### src/rtl/alu_pkg.sv
// ----------------------------------------------------------------------------
// alu_pkg
// Shared definitions for the ALU result stage:
//   - alu_sel_e : ALU select codes
//   - FLAG_*    : bit positions of Z/N/C/V inside the 4-bit flag vector
//   - WIDTH_DEF : default datapath width
// ----------------------------------------------------------------------------
package alu_pkg;

    localparam int WIDTH_DEF = 32;

    typedef enum logic [2:0] {
        SEL_PASS_A   = 3'b000,
        SEL_SUB      = 3'b001,
        SEL_ADD      = 3'b010,
        SEL_ADD_INC  = 3'b011,
        SEL_ADD_NOTB = 3'b100,
        SEL_SUB_ALT  = 3'b101,
        SEL_DEC      = 3'b110,
        SEL_PASS_B   = 3'b111
    } alu_sel_e;

    localparam int FLAG_Z = 3;
    localparam int FLAG_N = 2;
    localparam int FLAG_C = 1;
    localparam int FLAG_V = 0;

endpackage : alu_pkg

### src/rtl/alu_flag_calc.sv
// ----------------------------------------------------------------------------
// alu_flag_calc
// Combinational recomputation of the ALU result and derivation of the
// condition flags for one operation.
// Ports:
//   i_a, i_b    : operands presented to the ALU
//   i_sel       : ALU select code
//   i_y         : result produced by the ALU
//   o_flags     : {Z,N,C,V}; Z/N from i_y, C/V from the recomputed sum
//   o_mismatch  : i_y differs from the recomputed result
// ----------------------------------------------------------------------------
module alu_flag_calc
    import alu_pkg::*;
#(
    parameter int WIDTH = WIDTH_DEF
) (
    input  logic [WIDTH-1:0] i_a,
    input  logic [WIDTH-1:0] i_b,
    input  logic [2:0]       i_sel,
    input  logic [WIDTH-1:0] i_y,
    output logic [3:0]       o_flags,
    output logic             o_mismatch
);

    logic [WIDTH-1:0] w_op2;
    logic             w_cin;
    logic             w_arith;
    logic [WIDTH:0]   w_sum;
    logic [WIDTH-1:0] w_r;
    logic             w_c;
    logic             w_v;

    // Every arithmetic select is a + op2 + cin; only op2/cin differ.
    // NOTE: every always_comb output gets a default first so no path leaves it unassigned (no latch).
    always_comb begin
        w_op2   = '1;
        w_cin   = 1'b0;
        w_arith = 1'b1;
        case (alu_sel_e'(i_sel))
            SEL_PASS_A:   w_arith = 1'b0;
            SEL_SUB:      begin w_op2 = ~i_b; w_cin = 1'b1; end
            SEL_ADD:      begin w_op2 =  i_b; w_cin = 1'b0; end
            SEL_ADD_INC:  begin w_op2 =  i_b; w_cin = 1'b1; end
            SEL_ADD_NOTB: begin w_op2 = ~i_b; w_cin = 1'b0; end
            SEL_SUB_ALT:  begin w_op2 = ~i_b; w_cin = 1'b1; end
            SEL_DEC:      begin w_op2 = '1;   w_cin = 1'b0; end
            SEL_PASS_B:   w_arith = 1'b0;
            default:      w_arith = 1'b0;
        endcase
    end

    assign w_sum = {1'b0, i_a} + {1'b0, w_op2} + {{WIDTH{1'b0}}, w_cin};

    always_comb begin
        w_r = w_sum[WIDTH-1:0];
        w_c = 1'b0;
        w_v = 1'b0;
        if (w_arith) begin
            w_c = w_sum[WIDTH];
            // Signed overflow: operands agree in sign, result sign differs.
            w_v = (i_a[WIDTH-1] == w_op2[WIDTH-1]) && (w_r[WIDTH-1] != i_a[WIDTH-1]);
        end else if (alu_sel_e'(i_sel) == SEL_PASS_B) begin
            w_r = i_b;
        end else begin
            w_r = i_a;
        end
    end

    always_comb begin
        o_flags         = '0;
        o_flags[FLAG_Z] = (i_y == '0);
        o_flags[FLAG_N] = i_y[WIDTH-1];
        o_flags[FLAG_C] = w_c;
        o_flags[FLAG_V] = w_v;
    end

    assign o_mismatch = (i_y != w_r);

endmodule : alu_flag_calc

### src/rtl/alu_result_stage.sv
// ----------------------------------------------------------------------------
// alu_result_stage
// Registers each ALU result with its flags and select code into a 2-entry
// in-order buffer with valid/ready on both sides. Also keeps a sticky
// self-check error and a saturating count of accepted operations.
// Ports:
//   clk, rst              : clock, synchronous active-high reset
//   in_valid / in_ready   : upstream handshake (in_ready = buffer not full)
//   in_a, in_b, in_sel    : operands and select presented to the ALU
//   in_y                  : ALU result
//   out_valid / out_ready : downstream handshake for the head entry
//   out_y, out_flags, out_sel : head entry fields ({Z,N,C,V} flags)
//   chk_err               : sticky, some accepted in_y was wrong
//   op_count              : accepted operations, saturating
// ----------------------------------------------------------------------------
module alu_result_stage
    import alu_pkg::*;
#(
    parameter int WIDTH = WIDTH_DEF,
    parameter int DEPTH = 2,       // only 2 is supported
    parameter int CNT_W = 16
) (
    input  logic             clk,
    input  logic             rst,
    input  logic             in_valid,
    output logic             in_ready,
    input  logic [WIDTH-1:0] in_a,
    input  logic [WIDTH-1:0] in_b,
    input  logic [2:0]       in_sel,
    input  logic [WIDTH-1:0] in_y,
    output logic             out_valid,
    input  logic             out_ready,
    output logic [WIDTH-1:0] out_y,
    output logic [3:0]       out_flags,
    output logic [2:0]       out_sel,
    output logic             chk_err,
    output logic [CNT_W-1:0] op_count
);

    localparam logic [1:0] FULL = 2'(DEPTH);

    logic [3:0]       w_flags;
    logic             w_mismatch;
    logic             w_push;
    logic             w_pop;

    logic [1:0]       r_count;
    logic [WIDTH-1:0] r_head_y;
    logic [3:0]       r_head_flags;
    logic [2:0]       r_head_sel;
    logic [WIDTH-1:0] r_tail_y;
    logic [3:0]       r_tail_flags;
    logic [2:0]       r_tail_sel;
    logic             r_chk_err;
    logic [CNT_W-1:0] r_op_count;

    alu_flag_calc #(.WIDTH(WIDTH)) u_flag_calc (
        .i_a        (in_a),
        .i_b        (in_b),
        .i_sel      (in_sel),
        .i_y        (in_y),
        .o_flags    (w_flags),
        .o_mismatch (w_mismatch)
    );

    assign in_ready  = (r_count != FULL);
    assign out_valid = (r_count != 2'd0);
    assign w_push    = in_valid && in_ready;
    assign w_pop     = out_valid && out_ready;

    // Head entry drives out_* directly, so it holds its value when empty.
    // NOTE: sequential state uses non-blocking assignments so all registers update from pre-edge values.
    always_ff @(posedge clk) begin
        if (rst) begin
            r_count      <= 2'd0;
            r_head_y     <= '0;
            r_head_flags <= '0;
            r_head_sel   <= '0;
        end else begin
            case (r_count)
                2'd0: begin
                    if (w_push) begin
                        r_head_y     <= in_y;
                        r_head_flags <= w_flags;
                        r_head_sel   <= in_sel;
                        r_count      <= 2'd1;
                    end
                end
                2'd1: begin
                    if (w_push && w_pop) begin
                        r_head_y     <= in_y;
                        r_head_flags <= w_flags;
                        r_head_sel   <= in_sel;
                    end else if (w_push) begin
                        r_count <= 2'd2;
                    end else if (w_pop) begin
                        r_count <= 2'd0;
                    end
                end
                2'd2: begin
                    // Full: in_ready is low, so only a pop can happen.
                    if (w_pop) begin
                        r_head_y     <= r_tail_y;
                        r_head_flags <= r_tail_flags;
                        r_head_sel   <= r_tail_sel;
                        r_count      <= 2'd1;
                    end
                end
                default: r_count <= 2'd0;
            endcase
        end
    end

    // Tail is only read when r_count==2, which requires a write first.
    // NOTE: storage that is never observed before being written needs no reset.
    always_ff @(posedge clk) begin
        if (w_push && (r_count == 2'd1) && !w_pop) begin
            r_tail_y     <= in_y;
            r_tail_flags <= w_flags;
            r_tail_sel   <= in_sel;
        end
    end

    always_ff @(posedge clk) begin
        if (rst) begin
            r_chk_err  <= 1'b0;
            r_op_count <= '0;
        end else if (w_push) begin
            if (w_mismatch) begin
                r_chk_err <= 1'b1;
            end
            if (r_op_count != '1) begin
                r_op_count <= r_op_count + 1'b1;
            end
        end
    end

    assign out_y     = r_head_y;
    assign out_flags = r_head_flags;
    assign out_sel   = r_head_sel;
    assign chk_err   = r_chk_err;
    assign op_count  = r_op_count;

endmodule : alu_result_stage

### config.mk
export PLATFORM = sky130hd
export DESIGN_NAME = alu_result_stage
export DESIGN_NICKNAME = d
export VERILOG_FILES = /design/src/rtl/alu_pkg.sv /design/src/rtl/alu_flag_calc.sv /design/src/rtl/alu_result_stage.sv
export SDC_FILE = /design/constraint.sdc
export NUM_CORES = 1
export LEC_CHECK = 0
export ABC_CLOCK_PERIOD_IN_PS = 8950
export CAP_MARGIN = 10
export CORE_MARGIN = 5
export CORE_UTILIZATION = 24
export DETAILED_ROUTE_END_ITERATION = 7
export GPL_ROUTABILITY_DRIVEN = 0
export MAX_ROUTING_LAYER = met4
export PLACE_DENSITY = 0.55
export SLEW_MARGIN = 20
export SYNTH_ARGS = -nofsm -noshare
export SYNTH_HDL_FRONTEND = slang
export SYNTH_SLANG_ARGS = --single-unit
### constraint.sdc
create_clock -name clk -period 8.95 [get_ports clk]
set_input_delay 0.895 -clock clk [delete_from_list [all_inputs] [get_ports clk]]
set_output_delay 0.895 -clock clk [all_outputs]
set_load 0.02 [all_outputs]
# After elaboration in Yosys (flattened, before gate mapping)
# Cells that the tools add are included.
# Widths: inputs -> output; s select.
# totals
regBits,97
in_bits,103
out_inout_bits,58
elab_cells,75
# classes
addsub,3
n_eq_ne,18
mux,24
bitwise,1
reduce_logical,20
# ops
operator,count
$mux 32,5
$pmux 32 s3,1
$pmux 32 s2,1
$add 32x32->33,1
$add 33x1->33,1
$logic_not 32->1,1
$ne 32x32->1,1
$not 32->32,1
$add 16x1->16 const B,1
$ne 16x16->1 const B,1
$mux 4,3
$pmux 4 s3,1
$mux 2,5
$ne 2x2->1 const B,5
$eq 3x3->1 const B,3
$mux 3,3
$pmux 3 s3,1
$reduce_and 4->1,2
$eq 3x2->1 const B,2
$logic_and 1x1->1,6
$pmux 2 s3,1
$reduce_or 3->1,2
$reduce_and 2->1,2
$reduce_or 2->1,2
other kinds (12),14

# Logic depth before layout (Yosys ltp)
# Gate-level depths: netlist (run 1).
# logic_depth
depth_word,10
depth_mapped,19
mapped_depth_nobuf,17

# By module
# A second synthesis (run 1) with hierarchy kept.
# unflattened
cells_unflattened,1001
hier_area_um2,7995.2
# by_module_without_submodules
module,instances,cells_each,area_each_um2,seq_area_each_um2
alu_flag_calc,1,624,4129.0,0.0
alu_result_stage,1,377,3866.2,2332.2

# Least setup slack after synthesis (run 1)
# OpenSTA, ideal clock, no wires.
# synth_timing
kind,input -> register
startpoint,input port in_sel[0]
endpoint,register r_chk_err (netlist: chk_err)
arrival_time_ns,4.735
required_time_ns,8.817
slack_ns,4.082
stages,19
n_path_buf,2
path_cell_list,clkbuf_1 > nor2_1 > nor2_1 > clkbuf_1 > a21oi_1 > fa_1 > inv_1 > fa_1 > nor2b_4 > o31a_4 > o2111ai_2 > a31oi_1 > o31ai_1 > mux2i_1 > mux2_2 > a2111oi_0 > nand4_1 > nor2_1 > a311oi_1
# synth_via
elab_chain_cells,8
elab_cells_between_ends,19
cone_classes,2 x add/sub; 7 x eq/ne; 4 x mux; 6 x reduce/logical
# synth_rtl
element,line,rtl
start: declaration,alu_result_stage.sv:29,"input logic [2:0] in_sel,"
"$eq 3x3->1, or another cell as far along",alu_flag_calc.sv:39,case (alu_sel_e'(i_sel))
$reduce_or 3->1 (no line) / $reduce_or 2->1 (equally long branches),--,
$pmux 32 s2,alu_flag_calc.sv:39,
$add 32x32->33,alu_flag_calc.sv:52,"assign w_sum = {1'b0, i_a} + {1'b0, w_op2} + {{WIDTH{1'b0}}, w_cin};"
$add 33x1->33,alu_flag_calc.sv:52,
$mux 32 (*),alu_flag_calc.sv:58,if (w_arith) begin
$ne 32x32->1 (*),alu_flag_calc.sv:77,assign o_mismatch = (i_y != w_r);
$reduce_and 2->1 (no line) (*),--,
end signal: assignment,alu_result_stage.sv:126,r_chk_err <= 1'b0;
end signal: assignment,alu_result_stage.sv:130,r_chk_err <= 1'b1;
end: declaration,alu_result_stage.sv:54,logic r_chk_err;
# Mark *: on every way between the ends. The rest lies on a longest branch, timed or not.
# A chain may end at the register's enable or synchronous reset.

# Worst setup path after layout (run 1)
# layout_timing
startpoint,input port in_sel[2]
endpoint,register r_chk_err (netlist: chk_err)
# The elaborated chain is that of the path after synthesis.

==> flow_metrics.tcl, run 1 <==
set metrics [dict create \
    net-switching-power_uw 489 \
    dieHeight_um 187 \
    synth-seq-cells 95 \
    syn_area_per_cell_um2 7.60 \
    synth_top_area_frac 0.151 \
    final_common_cell "clkdlybuf4s50_1" \
    start_util 0.241 \
    yosysWarnings 0 \
    vdd_drop_max_uv 79.5 \
    cts-root-buf "clkbuf_16" \
    dieWidth_um 187 \
    status "complete, no violations" \
    cts_tree "yes" \
    instances_no_fill 1518 \
    ios 161 \
    timing.slew.headroom 0.310 \
    synth_edf_count 38 \
    synth_nets 1130 \
    dp_cells 1502 \
    fin_ws_ns 2.79 \
    overflow 0 \
    cts_sinks 95 \
    postCtsSetupBuffers 0 \
    dpl.hpwl_um 22100 \
    fin_tns_setup_ns 0 \
    clk_path_buf_depth 2 \
    dieArea_um2 35100 \
    worstSetupStartpointType "primary input" \
    first_global_vias 7375 \
    grt_usage 0.157 \
    finalPower_uw 1370 \
    core.rowCount 65 \
    p_per_area_nw_per_um2 141 \
    nets 1248 \
    hold_class "reg2reg" \
    grt_pass1_wl_um 43100 \
    avgViaCountPerCell 5.21 \
    skew_ns 0.00823 \
    synth_area_leaders "dfxtp_1, edfxtp_1, nand2_1" \
    synth_cell_types 79 \
    ant_nets 0 \
    numCtsBuffers 9 \
    maxCapViolCount 0 \
    clkSlewWorstSetupHoldPaths_ns 0.07 \
    holdBufCountCts 0 \
    clkLatencyLatePin_ns 0.34 \
    yosysSeqAreaShare 0.302 \
    met1Wirelength_um 13200 \
    drt-total-wl_um 28400 \
    port_buffers 160 \
    combPwrFrac 0.383 \
    rsz0062_at_grt "false" \
    drt-initial-drc-count 583 \
    p_int_uw 885 \
    grt_start_max_net_pins 58 \
    worstMarginPinSlew_ns 1.03 \
    mostFrequentLayoutCells "clkdlybuf4s50_1, nand2_1, nor2_1" \
    cts_resized 0 \
    ys.flop_type "dfxtp_1" \
    crit_required_ns 9.14 \
    drc 0 \
    async_flop_share 0 \
    firstDrtPassIters 5 \
    syn_to_final_growth_pct 29.5 \
    cp_max_fo 20 \
    criticalPathCategory "in2reg" \
    clock_power_share 0.264 \
    period_needed_ns 6.16 \
    drive_above_1_share 0.0493 \
    pwr-share-seq 0.353 \
    top_layer_used "met4" \
    end_kind "register" \
    max_freq_mhz 162 \
    yosys.area.top_type "dfxtp_1" \
    finalHoldViolations 0 \
    synth_cells 993 \
    wl_met2_um 13200 \
    via_count 7909 \
    core-area_um2 31300 \
    finalMaxSlewViolations 0 \
    wl_per_cell_um 18.7 \
    antenna_found_initial 0 \
    htreeDepth 3 \
    netSwitchingFraction 0.356 \
    dp_slack_ns 2.43 \
    netlist_area_um2 7540 \
    report.final.setup_viol 0 \
    met3WireLength_um 1560 \
    power.static_leakage_uw 0.00350 \
    antennaDiodeCount 0 \
    post-route-period-util 0.688 \
    worstPathArrival_ns 6.36 \
]
-- critical path: stages --
cell and delay [ns]:
clkdlybuf4s50_1 0.84, nand2b_1 0.79, buf_4 0.34, nor2_1 0.05, a21oi_1 0.17, fa_1 0.25
inv_1 0.06, fa_1 0.43, nor2b_4 0.16, o31a_4 0.17, o2111ai_2 0.15, a31oi_1 0.40
mux2_4 0.34, a211o_1 0.25, a2111o_1 0.43, nor4_1 0.23, nand4_1 0.17, nor2_1 0.13
a311oi_1 0.09
-- synth_stat cells (all sizes together) (4+ instances only) --
cell / n
a21oi: 93
xnor2: 24
a211o: 7
o211ai: 4
nor3: 16
and4: 5
o22ai: 7
and2: 5
nand2b: 7
o31ai: 5
a311oi: 40
nand2: 157
o21ai: 32
clkbuf: 32
a22oi: 4
nor4: 13
xor2: 19
o21a: 9
or3: 12
nand3b: 9
a2111oi: 4
dfxtp: 57
nand3: 24
nand4: 21
and3: 16
a31oi: 13
ha: 32
inv: 15
mux2i: 9
a211oi: 12
edfxtp: 38
a21o: 13
buf: 34
o2111ai: 6
nor2: 148
-- cell families (layout without fill, tap and decap cells) --
| group | after synthesis | count (layout) | synth area share |
|---|---|---|---|
| muxes | 12 | 12 | 0.0169 |
| xor gates and xnor gates | 43 | 43 | 0.0499 |
| adders and majority gates | 34 | 34 | 0.0584 |
| buffers and inverters | 81 | 204 | 0.0444 |
| AOI/OAI and AO/OA | 279 | 279 | 0.253 |
| and+or+nand+nor | 449 | 449 | 0.275 |
| DFF | 95 | 95 | 0.302 |
-- power groups by stage --
stage / Sequential [uW] / Clock, uW / Combinational, uW
after CTS: 485 / 379 / 523
after detailed placement: 495 / 0 / 521
after global routing: 488 / 398 / 572
after global placement: 494 / 0 / 517
after floorplan: 514 / 0 / 308
final: 485 / 363 / 526
-- layer usage --
layer | track usage | up-vias
met1 | 0.211 | 3712
li1 | - | 3901
met4 | 0.0301 | 0
met2 | 0.255 | 270
met5 | - | -
met3 | 0.0215 | 26
-- sequential cells by signal, summed over array words and instances (netlist names), 2 cells and up --
register and cells:
op_count 16, out_flags 4, out_sel 3, out_y 31, r_count 2, r_tail_flags 4
r_tail_sel 3, r_tail_y 31
-- final timing paths --
check,startpoint,to,slack (ns),depth (start not counted)
setup / recovery,in_sel[2],chk_err,2.79,19
hold / removal,out_y[15],out_y[15],0.50,2
setup reg to reg,r_count[1],op_count[15],6.09,10
hold reg to reg,out_y[15],out_y[15],0.50,2
-- per-stage QoR --
| step | utilization | hold slack, ns | instance area (um^2) |
|---|---|---|---|
| finish | 0.312 | 0.498 | 9770 |
| global route | 0.312 | 0.516 | 9770 |
| CTS | 0.312 | 0.502 | 9770 |
| detailed placement | 0.303 | 0.492 | 9490 |
| global placement | 0.303 | 0.489 | 9490 |
| floorplan | - | 0.515 | 7540 |
-- cell type report --
type	instances	area, um^2
clock buffers	9	225
clock inverters	7	56.3
fillers	3311	21500
inverters	15	56.3
multi-input cells	817	4950
flip-flops and latches	95	2280
well taps	402	503
repair buffers	173	1700
No activity file was read; power rests on OpenSTA's default activity.
==> run 2: changes to the inputs <==
ABC_CLOCK_PERIOD_IN_PS = 6200   (was 8950)
clock period = 6.2 ns   (was 8.95 ns; I/O delays follow)
==> run 2 against run 1 <==
  * Critical path depth decreased by 1
  * Cell area rose by 0.87%
  * Worst hold slack improved by 0.0012 ns
  * Combinational power increased by 45%
  * Setup slack worse by 1.6 ns
  * Power up 50%
  * Sequential power increased by 45%
  * Largest power group unchanged
==> flow_metrics.tcl, run 2 (synthesis results as in run 1) <==
set metrics [dict create \
    status "complete, no violations" \
    firstDrtPassIters 5 \
    antennaDiodeCount 0 \
    htreeDepth 3 \
    dpl.hpwl_um 22500 \
    power.static_leakage_uw 0.00354 \
    vdd_drop_max_uv 157 \
    mostFrequentLayoutCells "clkdlybuf4s50_1, nand2_1, nor2_1" \
    port_buffers 160 \
    drc 0 \
    ant_nets 0 \
    postCtsSetupBuffers 0 \
    worstSetupStartpointType "primary input" \
    timing.slew.headroom 0.368 \
    worstPathArrival_ns 5.23 \
    overflow 0 \
    numCtsBuffers 9 \
    drt-initial-drc-count 592 \
    fin_ws_ns 1.16 \
    instances_no_fill 1524 \
    dp_slack_ns 0.822 \
    avgViaCountPerCell 5.27 \
    slowest_delay_ns 0.72 \
    skew_ns 0.00879 \
    core-area_um2 31300 \
    finalHoldViolations 0 \
    cts_sinks 95 \
    report.final.setup_viol 0 \
    hold_start "out_y[4]" \
    maxCapViolCount 0 \
    end_kind "register" \
    finalPower_uw 2060 \
    cpMaxStageDelayCell "clkdlybuf4s50_1" \
    criticalPathCategory "in2reg" \
    max_freq_mhz 199 \
    drt-total-wl_um 28700 \
    clkSlewWorstSetupHoldPaths_ns 0.07 \
    antenna_found_initial 0 \
    drive_above_1_share 0.0535 \
    dieArea_um2 35100 \
    core.rowCount 65 \
    cts_tree "yes" \
    dieWidth_um 187 \
    fin_util 0.315 \
    dp_cells 1508 \
    worstSetupStartpoint "in_sel[0]" \
    cp_max_fo 9 \
    finalMaxSlewViolations 0 \
    grt_pass1_wl_um 43300 \
    via_count 8035 \
    period_needed_ns 5.04 \
    grt_usage 0.158 \
    clk_path_buf_depth 2 \
    ios 161 \
    p_per_area_nw_per_um2 209 \
    clkLatencyLatePin_ns 0.34 \
    fin_tns_setup_ns 0 \
    r2r_setup_slack_ns 3.46 \
    rr_startpoint "r_count[1]" \
    syn_to_final_growth_pct 30.6 \
    first_global_vias 7560 \
    final_common_cell "clkdlybuf4s50_1" \
    wl_per_cell_um 18.8 \
    hold_class "reg2reg" \
    rsz0062_at_grt "false" \
    cts-root-buf "clkbuf_16" \
    start_util 0.241 \
    crit_chain "clkdlybuf4s50_1 -> nor2_1 -> nor2_2 -> a21oi_1 -> fa_1 -> inv_1 -> fa_1 -> nor2b_4 -> o31a_4 -> o2111ai_1 -> nand3_1 -> a2111oi_2 -> or4_1 -> nand4_1 -> a2111oi_0 -> nand4_1 -> nor2_1 -> a311oi_1" \
    nets 1254 \
    crit_required_ns 6.39 \
    dieHeight_um 187 \
    worstMarginPinSlew_ns 0.944 \
    holdBufCountCts 0 \
    post-route-period-util 0.812 \
    grt_start_max_net_pins 58 \
    cts_resized 0 \
]
run 2: cell count changes in the layout (fill, tap and decap cells not counted), sizes merged:
cell,change
buf,+6
bufinv,+2
inv,-2
clkbuf,+1
clkinvlp,-1
run 2: path summary, 6_finish.rpt:
kind | cells past startpoint | to
worst max-delay path | 18 | chk_err
worst min-delay path | 2 | out_y[4]
worst max register to register | 11 | op_count[15]
worst min register to register | 2 | out_y[4]
run 2: through the flow:
stage / area, um^2 / hold slack, ns
floorplan: 7540 / 0.515
global placement: 9530 / 0.489
detailed placement: 9530 / 0.491
CTS: 9850 / 0.502
global route: 9860 / 0.516
finish: 9860 / 0.499
run 2: per-layer routing:
layer | up-vias | global-route usage | part of all wire
met5 | - | - | 0
met4 | 0 | 0.0313 | 0.016
met3 | 32 | 0.0248 | 0.060
met2 | 311 | 0.251 | 0.46
met1 | 3770 | 0.215 | 0.46
li1 | 3922 | - | -
run 2: area by class of cell:
| type | count | area, um^2 |
|---|---|---|
| Tap cell | 402 | 503 |
| Sequential cell | 95 | 2280 |
| Fill cell | 3326 | 21500 |
| Clock inverter | 6 | 92.6 |
| Multi-Input combinational cell | 817 | 4950 |
| Timing Repair Buffer | 179 | 1740 |
| Inverter | 15 | 56.3 |
| Clock buffer | 10 | 229 |
run 2: where the power goes:
group	total (uW)	internal, uW	switching, uW
clock network	599	356	243
registers	701	683	18.0
logic	765	322	443
total	2060	1360	704
run 2: worst max-delay path: cells and delay by family:
kind	cells	cell delay, ns
AOI/OAI and AO/OA	6	1.81
and+or+nand+nor	8	1.29
buffers and inverters	2	0.82
adders and majority gates	2	0.70
==> run 3: changes to the inputs <==
ABC_CLOCK_PERIOD_IN_PS = 4600   (was 6200)
PLACE_DENSITY = 0.56   (was 0.55)
clock period = 4.6 ns   (was 6.2 ns; I/O delays follow)
==> run 3 against run 2 <==
  * Flip-flop and latch count is the same
  * Clock-buffer cell count is the same
  * Clock power grew 46%
  * Final cell count grew 6.9%
  * Sequential power grew 35%
  * First-iteration DRC count grew 4.6%
  * Die area is the same
  * Power grew 45%
  * Cell area grew 8.9%
  * Global-route usage grew 0.83 points
  * Critical path type unchanged
  * Critical endpoint unchanged
==> flow_metrics.tcl, run 3 (synthesis results as in run 1) <==
set metrics [dict create \
    rsz0062_at_grt "false" \
    postCtsSetupBuffers 0 \
    place_area_um2 10300 \
    vdd_drop_max_uv 192 \
    final_common_cell "clkdlybuf4s50_1" \
    cts_resized 1 \
    rr_startpoint "op_count[8]" \
    power.static_leakage_uw 0.00408 \
    finalHoldViolations 0 \
    crit_required_ns 4.79 \
    ant_nets 0 \
    cts-root-buf "clkbuf_16" \
    start_util 0.241 \
    clock_power_share 0.292 \
    dp_slack_ns -0.367 \
    worstMarginPinSlew_ns 0.938 \
    holdBufCountCts 0 \
    clkLatencyLatePin_ns 0.34 \
    nets 1357 \
    grt_start_max_net_pins 58 \
    maxCapViolCount 0 \
    dieHeight_um 187 \
    criticalPathCategory "in2reg" \
    drt-initial-drc-count 619 \
    dieArea_um2 35100 \
    grt_usage 0.166 \
    wl_met2_um 13800 \
    finalMaxSlewViolations 0 \
    drive_above_1_share 0.141 \
    core-area_um2 31300 \
    net-switching-power_uw 985 \
    cts_sinks 95 \
    timing.slew.headroom 0.373 \
    clkSlewWorstSetupHoldPaths_ns 0.07 \
    p_int_uw 2010 \
    hold_start "out_y[13]" \
    drt-total-wl_um 29900 \
    syn_to_final_growth_pct 42.2 \
    pwr-share-seq 0.316 \
    via_count 8439 \
    dieWidth_um 187 \
    period_needed_ns 4.34 \
    p_per_area_nw_per_um2 279 \
    skew_ns 0.00576 \
    port_buffers 160 \
    drc 0 \
    reg2regPathDepth 11 \
    combPwrFrac 0.392 \
    r2r_setup_slack_ns 2.05 \
    worstPathArrival_ns 4.53 \
    netSwitchingFraction 0.329 \
    wl_per_cell_um 18.4 \
    met1Wirelength_um 13600 \
    post-route-period-util 0.943 \
    htreeDepth 3 \
    dpl.hpwl_um 24000 \
    end_kind "register" \
    ios 161 \
    fin_ws_ns 0.261 \
    avgViaCountPerCell 5.18 \
    report.final.setup_viol 0 \
    worstSetupStartpointType "primary input" \
    overflow 0 \
    clk_path_buf_depth 2 \
    core.rowCount 65 \
    status "complete, no violations" \
    numCtsBuffers 9 \
    holdPathEnd "out_y[13]" \
    cts_tree "yes" \
    min_path_cells 2 \
    antenna_found_initial 2 \
    cp_max_fo 10 \
    grt_pass1_wl_um 45300 \
    mostFrequentLayoutCells "clkdlybuf4s50_1, nand2_1, nor2_1" \
    max_freq_mhz 230 \
    final_area_um2 10700 \
    fin_util 0.343 \
    top_layer_used "met4" \
    first_global_vias 8039 \
    met3WireLength_um 1610 \
    timing.rr.end "op_count[15]" \
    hold_class "reg2reg" \
    firstDrtPassIters 6 \
]
run 3: stage by stage:
stage	instances	TNS (ns)	hold slack [ns]	total power, uW
4_1_cts	1627	0	0.502	3000
5_1_grt	1629	0	0.520	3150
6_report	1629	0	0.495	3000
2_1_floorplan	993	0	0.515	1600
3_3_place_gp	1611	-0.393	0.489	2110
3_5_place_dp	1611	-0.671	0.493	2120
run 3: worst max-delay path, stage by stage:
cell and delay, ns:
clkdlybuf4s50_1 0.53, nor2_2 0.07, nor2_2 0.13, buf_4 0.14, buf_4 0.19, a21oi_1 0.09, ha_1 0.28, buf_4 0.11
buf_4 0.13, nand4_1 0.12, nor3_1 0.20, nand3_1 0.22, and2_1 0.26, o21ai_0 0.36, a21oi_1 0.17, a2111o_1 0.43
nor4_1 0.23, nand4_1 0.16, nor2_1 0.13, a311oi_1 0.09
run 3: metal layers:
layer	track usage	vias up
li1	-	4115
met1	0.219	4010
met2	0.265	278
met3	0.0198	36
met4	0.0589	0
met5	-	-
run 3: worst max path at each step:
| stage | slack [ns] | end | depth (start not counted) | start |
|---|---|---|---|---|
| 6_report | 0.26 | chk_err | 20 | in_sel[0] |
| 3_3_place_gp | -0.27 | chk_err | 19 | in_sel[2] |
| 5_1_grt | 0.02 | chk_err | 19 | in_sel[1] |
| 4_1_cts | 0.03 | chk_err | 19 | in_sel[2] |
| 2_1_floorplan | 0.17 | chk_err | 19 | in_sel[0] |
| 3_5_place_dp | -0.37 | chk_err | 19 | in_sel[2] |
run 3: layout make-up:
class                   count  area, um^2
fillers                  3294       20600
multi-input cells         817        5000
repair buffers            282        2530
flip-flops and latches     95        2280
well taps                 402         503
clock buffers              10         239
clock inverters             6         115
inverters                  15        56.3
diodes                      2        5.00
run 3: power by group through the flow:
stage,logic (uW),clock network (uW),registers (uW)
finish,1170,877,947
global route,1270,928,953
CTS,1160,896,948
detailed placement,1150,0,967
global placement,1140,0,966
floorplan,600,0,1000
